$ cat src/rtl/encrypt_round_iter.sv
// Iterative AES-128 encryption: initial AddRoundKey on accept, then one full round per clock.
// Optional synchronous abort input is enabled by defining AES_ENC_ABORT_EN.
module encrypt_round_iter #(
    parameter int ROUNDS = 10,
    parameter int KIW    = 4
) (
    input  logic           clk,
    input  logic           rst_n,
`ifdef AES_ENC_ABORT_EN
    input  logic           abort,
`endif
    input  logic           in_valid,
    output logic           in_ready,
    input  logic [127:0]   state_in,
    output logic [KIW-1:0] key_idx,
    input  logic [127:0]   round_key,
    output logic           out_valid,
    input  logic           out_ready,
    output logic [127:0]   state_out
);

    localparam logic [1:0] S_IDLE  = 2'd0;
    localparam logic [1:0] S_ROUND = 2'd1;
    localparam logic [1:0] S_DONE  = 2'd2;

    localparam logic [2047:0] SBOX = {
        128'h637c777bf26b6fc53001672bfed7ab76, 128'hca82c97dfa5947f0add4a2af9ca472c0,
        128'hb7fd9326363ff7cc34a5e5f171d83115, 128'h04c723c31896059a071280e2eb27b275,
        128'h09832c1a1b6e5aa0523bd6b329e32f84, 128'h53d100ed20fcb15b6acbbe394a4c58cf,
        128'hd0efaafb434d338545f9027f503c9fa8, 128'h51a3408f929d38f5bcb6da2110fff3d2,
        128'hcd0c13ec5f974417c4a77e3d645d1973, 128'h60814fdc222a908846eeb814de5e0bdb,
        128'he0323a0a4906245cc2d3ac629195e479, 128'he7c8376d8dd54ea96c56f4ea657aae08,
        128'hba78252e1ca6b4c6e8dd741f4bbd8b8a, 128'h703eb5664803f60e613557b986c11d9e,
        128'he1f8981169d98e949b1e87e9ce5528df, 128'h8ca1890dbfe6426841992d0fb054bb16
    };

    function automatic logic [7:0] sbox(input logic [7:0] b);
        // Entry 0 sits in the most significant byte of the table.
        return SBOX[{8'd255 - b, 3'b000} +: 8];
    endfunction

    function automatic logic [7:0] xtime(input logic [7:0] b);
        return {b[6:0], 1'b0} ^ (b[7] ? 8'h1b : 8'h00);
    endfunction

    logic [1:0]     fsm_q, fsm_d;
    logic [KIW-1:0] rnd_q, rnd_d;
    logic [127:0]   state_q, state_d;

    logic [7:0]   sr_b [16];
    logic [7:0]   mc_b [16];
    logic [127:0] sr_w;
    logic [127:0] mc_w;

    genvar gi;

    // SubBytes fused with ShiftRows: byte (row r, col c) takes source column (c+r) mod 4.
    for (gi = 0; gi < 16; gi++) begin : g_sub
        localparam int SRC = 4 * (((gi / 4) + (gi % 4)) % 4) + (gi % 4);
        assign sr_b[gi] = sbox(state_q[127-8*SRC -: 8]);
    end

    for (gi = 0; gi < 4; gi++) begin : g_mix
        logic [7:0] a0, a1, a2, a3;
        assign a0 = sr_b[4*gi];
        assign a1 = sr_b[4*gi+1];
        assign a2 = sr_b[4*gi+2];
        assign a3 = sr_b[4*gi+3];
        assign mc_b[4*gi]   = xtime(a0) ^ xtime(a1) ^ a1 ^ a2 ^ a3;
        assign mc_b[4*gi+1] = a0 ^ xtime(a1) ^ xtime(a2) ^ a2 ^ a3;
        assign mc_b[4*gi+2] = a0 ^ a1 ^ xtime(a2) ^ xtime(a3) ^ a3;
        assign mc_b[4*gi+3] = xtime(a0) ^ a0 ^ a1 ^ a2 ^ xtime(a3);
    end

    for (gi = 0; gi < 16; gi++) begin : g_pack
        assign sr_w[127-8*gi -: 8] = sr_b[gi];
        assign mc_w[127-8*gi -: 8] = mc_b[gi];
    end

    always_comb begin
        fsm_d   = fsm_q;
        rnd_d   = rnd_q;
        state_d = state_q;
        case (fsm_q)
            S_IDLE: begin
                if (in_valid) begin
                    state_d = state_in ^ round_key;
                    rnd_d   = KIW'(1);
                    fsm_d   = S_ROUND;
                end
            end
            S_ROUND: begin
                if (rnd_q == KIW'(ROUNDS)) begin
                    state_d = sr_w ^ round_key;
                    rnd_d   = '0;
                    fsm_d   = S_DONE;
                end else begin
                    state_d = mc_w ^ round_key;
                    rnd_d   = rnd_q + 1'b1;
                end
            end
            S_DONE: begin
                if (out_ready) begin
                    fsm_d = S_IDLE;
                end
            end
            default: begin
                fsm_d   = S_IDLE;
                rnd_d   = '0;
                state_d = '0;
            end
        endcase
`ifdef AES_ENC_ABORT_EN
        // Abort wins over both handshakes on the same edge.
        if (abort) begin
            fsm_d   = S_IDLE;
            rnd_d   = '0;
            state_d = '0;
        end
`endif
    end

    always_ff @(posedge clk or negedge rst_n) begin
        if (!rst_n) begin
            fsm_q   <= S_IDLE;
            rnd_q   <= '0;
            state_q <= '0;
        end else begin
            fsm_q   <= fsm_d;
            rnd_q   <= rnd_d;
            state_q <= state_d;
        end
    end

    assign in_ready  = (fsm_q == S_IDLE);
    assign out_valid = (fsm_q == S_DONE);
    assign state_out = out_valid ? state_q : 128'd0;
    assign key_idx   = (fsm_q == S_ROUND) ? rnd_q : '0;

endmodule

$ cat config.mk
export PLATFORM = sky130hd
export DESIGN_NAME = encrypt_round_iter
export DESIGN_NICKNAME = d
export VERILOG_FILES = /design/src/rtl/encrypt_round_iter.sv
export SDC_FILE = /design/constraint.sdc
export NUM_CORES = 2
export LEC_CHECK = 0
export CAP_MARGIN = 30
export CELL_PAD_IN_SITES_DETAIL_PLACEMENT = 0
export CELL_PAD_IN_SITES_GLOBAL_PLACEMENT = 2
export CORE_ASPECT_RATIO = 1.4
export CORE_UTILIZATION = 36
export DETAILED_ROUTE_END_ITERATION = 6
export MAX_ROUTING_LAYER = met4
export PLACE_DENSITY = 0.84
export SLEW_MARGIN = 20
export SYNTH_ARGS = -nofsm -noshare
export SYNTH_HDL_FRONTEND = slang
export SYNTH_SLANG_ARGS = --single-unit
$ cat constraint.sdc
create_clock -name clk -period 5.12 [get_ports clk]
set_clock_uncertainty 0.15 [all_clocks]
set_input_delay 1.024 -clock clk [delete_from_list [all_inputs] [get_ports clk]]
set_output_delay 1.024 -clock clk [all_outputs]
set_load 0.005 [all_outputs]
==> results.py <==
metrics = {
    "route": {
        "wl_final_mm": 444,
        "drt-wirelength-per-cell_um": 35.4,
        "drt_first_pass_iters": 7,
        "dr_vias": 91700,
        "detail_route.drc_violations": 16,
        "drt.antenna.violating_nets": 0,
        "vias_per_cell": 7.30,
        "initialDrtViolationCount": 15800,
    },
    "floorplanning": {
        "top_level_ports": 394,
        "fp.dieArea_um2": 194000,
        "die_height_um": 520,
        "initial_utilization_pct": 36.3,
        "die_width_um": 372,
        "core_area_um2": 190000,
        "rows": 189,
    },
    "outcome": {
        "failed_checks": "design-rule violations, negative setup slack",
        "run_status": "finished, violations left",
    },
    "critical_path": {
        "timing.critical_path.cells": "buf_12 > ha_1 > nand2_1 > buf_4 > or3b_2 > a31oi_1 > o41ai_1 > a2bb2oi_2 > xnor2_2 > xnor2_1 > xnor3_1 > a221oi_2 > xnor2_1 > a22o_1",
        "worst-r2r-cell-count": 14,
        "cp_data_arrival_time_ns": 5.49,
        "worst-setup-path-type": "flip-flop to flip-flop",
        "slowest_stage": "sky130_fd_sc_hd__dfrtp_1",
        "worstPathMaxFanout": 31,
        "cp_data_required_time_ns": 5.41,
        "worstSetupEndpointType": "flip-flop",
        "critical_path.most_common_cell": "sky130_fd_sc_hd__xnor2_1",
        "critPathMaxStageDelay_ns": 0.59,
        "setup.worst_path.start_class": "flip-flop",
        "critical_path.reg2reg.endpoint": "state_q[20]",
        "crit-reg2reg-launch": "state_q[25]",
        "regToRegSetupSlack_ns": -0.08,
    },
    "global_routing": {
        "grt_max_degree": 123,
        "antenna_found_initial": 39,
        "grt.overflow.total": 0,
        "track_usage_pct": 45.2,
        "grt_pass1_vias": 86100,
        "grt_first_pass_wirelength_mm": 634,
    },
    "clock_network": {
        "clk_pin_slew_worst_paths_ns": 0.08,
        "clkSinkCount": 134,
        "cts_hold_repair.buffers": 0,
        "cts_tree": "done",
        "cts_made_buffers": 17,
        "clk_path_buf_depth": 2,
        "htreeDepth": 4,
        "clk_latency_ns": 0.57,
        "root_buffer": "sky130_fd_sc_hd__clkbuf_16",
    },
    "yosys": {
        "postSynthNetCount": 10400,
        "syn_area_per_cell_um2": 6.95,
        "yosysWarningCount": 0,
        "synth.largest_area_cell": "sky130_fd_sc_hd__mux4_2",
        "postSynth.asyncResetShare_pct": 100,
        "synth_largest_type_area_fraction_pct": 7.43,
        "synth_cell_type_count": 130,
        "synthTopCellsByArea": "sky130_fd_sc_hd__mux4_2, sky130_fd_sc_hd__o21ai_0, sky130_fd_sc_hd__a21oi_1, sky130_fd_sc_hd__dfrtp_1, sky130_fd_sc_hd__nand2_1",
        "synth_area_um2": 69100,
        "part_of_the_yosys_area_used_for_sequential_elements_pct": 4.85,
        "post_synth_inst_count": 9939,
        "synth_seq_cells": 134,
        "synth_edf_count": 0,
        "synthFlopType": "sky130_fd_sc_hd__dfrtp_1",
    },
    "final_layout": {
        "final_core_util_pct": 41.3,
        "commonest_non_fill_non_tap_cell_in_the_layout": "sky130_fd_sc_hd__buf_4",
        "layout-area-overhead-vs-synth_pct": 13.8,
        "design.final.nets": 10500,
        "post_route_cells_drive_above_1_share_pct": 15.3,
        "layout_common_cells": "sky130_fd_sc_hd__buf_4, sky130_fd_sc_hd__nand2_1, sky130_fd_sc_hd__o21ai_0, sky130_fd_sc_hd__nor2_1, sky130_fd_sc_hd__a21oi_1",
    },
    "placed_design": {
        "place_worst_setup_slack_ns": -0.103,
        "gpl.final_weighted_congestion": 1.12,
        "port_buffers": 393,
        "place_hpwl_mm": 332,
    },
    "sta": {
        "timing_worst_slew_pin_value_ns": 1.09,
        "finalMaxSlewViolations": 0,
        "final.period_utilization_pct": 102,
        "setup_viol_count_final": 1,
        "maxClockFrequency_mhz": 192,
        "max-slew-margin-rel_pct": 26.8,
        "fin_worst_hold_slack_ns": 0.382,
        "final_period_minus_worst_setup_slack_ns": 5.20,
        "worst_slack_ns": -0.0840,
        "final_hold_viol_count": 0,
        "finalSetupTns_ns": -0.0840,
    },
    "run": {
        "drv_cap": 0,
    },
    "min_path": {
        "min-delay-path-class": "input port to asynchronous set/reset pin",
    },
}
==> cell usage after synthesis (all sizes together) (120+ instances only) <==
cell type and number:
mux4 228, and2 120, o311ai 191, a211oi 171
inv 165, o21ai 878, mux2i 123, a21oi 712
nand3 319, xor2 142, xnor2 263, nor2b 311
buf 645, nor2 784, ha 227, dfrtp 134
nand2b 345, a311oi 160, nor3 310, o211ai 183
nand2 831, clkbuf 574, a31oi 184
==> sequential cells by signal, summed over array words and instances (netlist names) <==
register	count
fsm_q	2
rnd_q	4
state_q	128
==> stage by stage <==
stage	cell area, um2	instances
global route	78600	12500
global placement	77800	12500
CTS	78400	12500
floorplan	69100	9939
detailed placement	77800	12500
finish	78600	12600
==> cells by family (layout without fill, tap and decap cells) <==
| kind of cell | Yosys count | in the layout | synth area share [%] |
|---|---|---|---|
| other cells | 0 | 38 | 0 |
| xor+xnor | 494 | 494 | 8.31 |
| mux | 398 | 398 | 10.0 |
| flops | 134 | 134 | 4.85 |
| compound gates | 3718 | 3718 | 37.4 |
| fa+ha+maj | 227 | 227 | 4.11 |
| buf+inv | 1409 | 1500 | 9.49 |
| simple gates | 3559 | 3559 | 25.8 |
==> area by class of cell <==
type	count	area, um2
flip-flops and latches	134	3480
repair buffers	1278	11200
well taps	2483	3110
fillers	20100	112000
inverters	190	713
multi-input cells	8396	59400
diodes	38	95.1
clock inverters	14	176
clock buffers	18	429
==> worst max-delay path by stage <==
stage | from | endpoint | depth (start not counted) | slack [ns]
floorplan | state_q[97] | state_q[73] | 16 | 0.53
global placement | state_q[90] | state_q[75] | 14 | -0.06
detailed placement | state_q[80] | state_q[108] | 14 | -0.10
CTS | state_q[121] | state_q[111] | 13 | 0.04
global route | state_q[81] | state_q[111] | 15 | -0.03
finish | state_q[25] | state_q[20] | 14 | -0.08
==> per-layer routing <==
metal	wire (um)	track usage, %	up-vias
met2	197000	68.6	7687
met5	0	-	-
li1	-	-	38000
met1	162000	53.4	44100
met4	34800	28.1	0
met3	51300	10.9	1914
==> worst max-delay path: cells and delay by family, from the launching register on <==
family	cells	cell delay (ns)
AO/OA/AOI/OAI	5	1.93
XOR/XNOR	4	0.97
adder cells (fa/ha/maj)	1	0.56
buffers and inverters	2	0.47
flip-flops	1	0.59
AND/OR/NAND/NOR	2	0.34
==> timing repair <==
item,4_1_cts,5_1_grt
pin swaps,0,2
gates cloned,0,0
gates resized for setup,2,26
buffers inserted,0,0
endpoints found under the setup margin,2,23
Power is not shown: default switching activity piles up to over one toggle a cycle in this logic, so the estimate is an artifact.
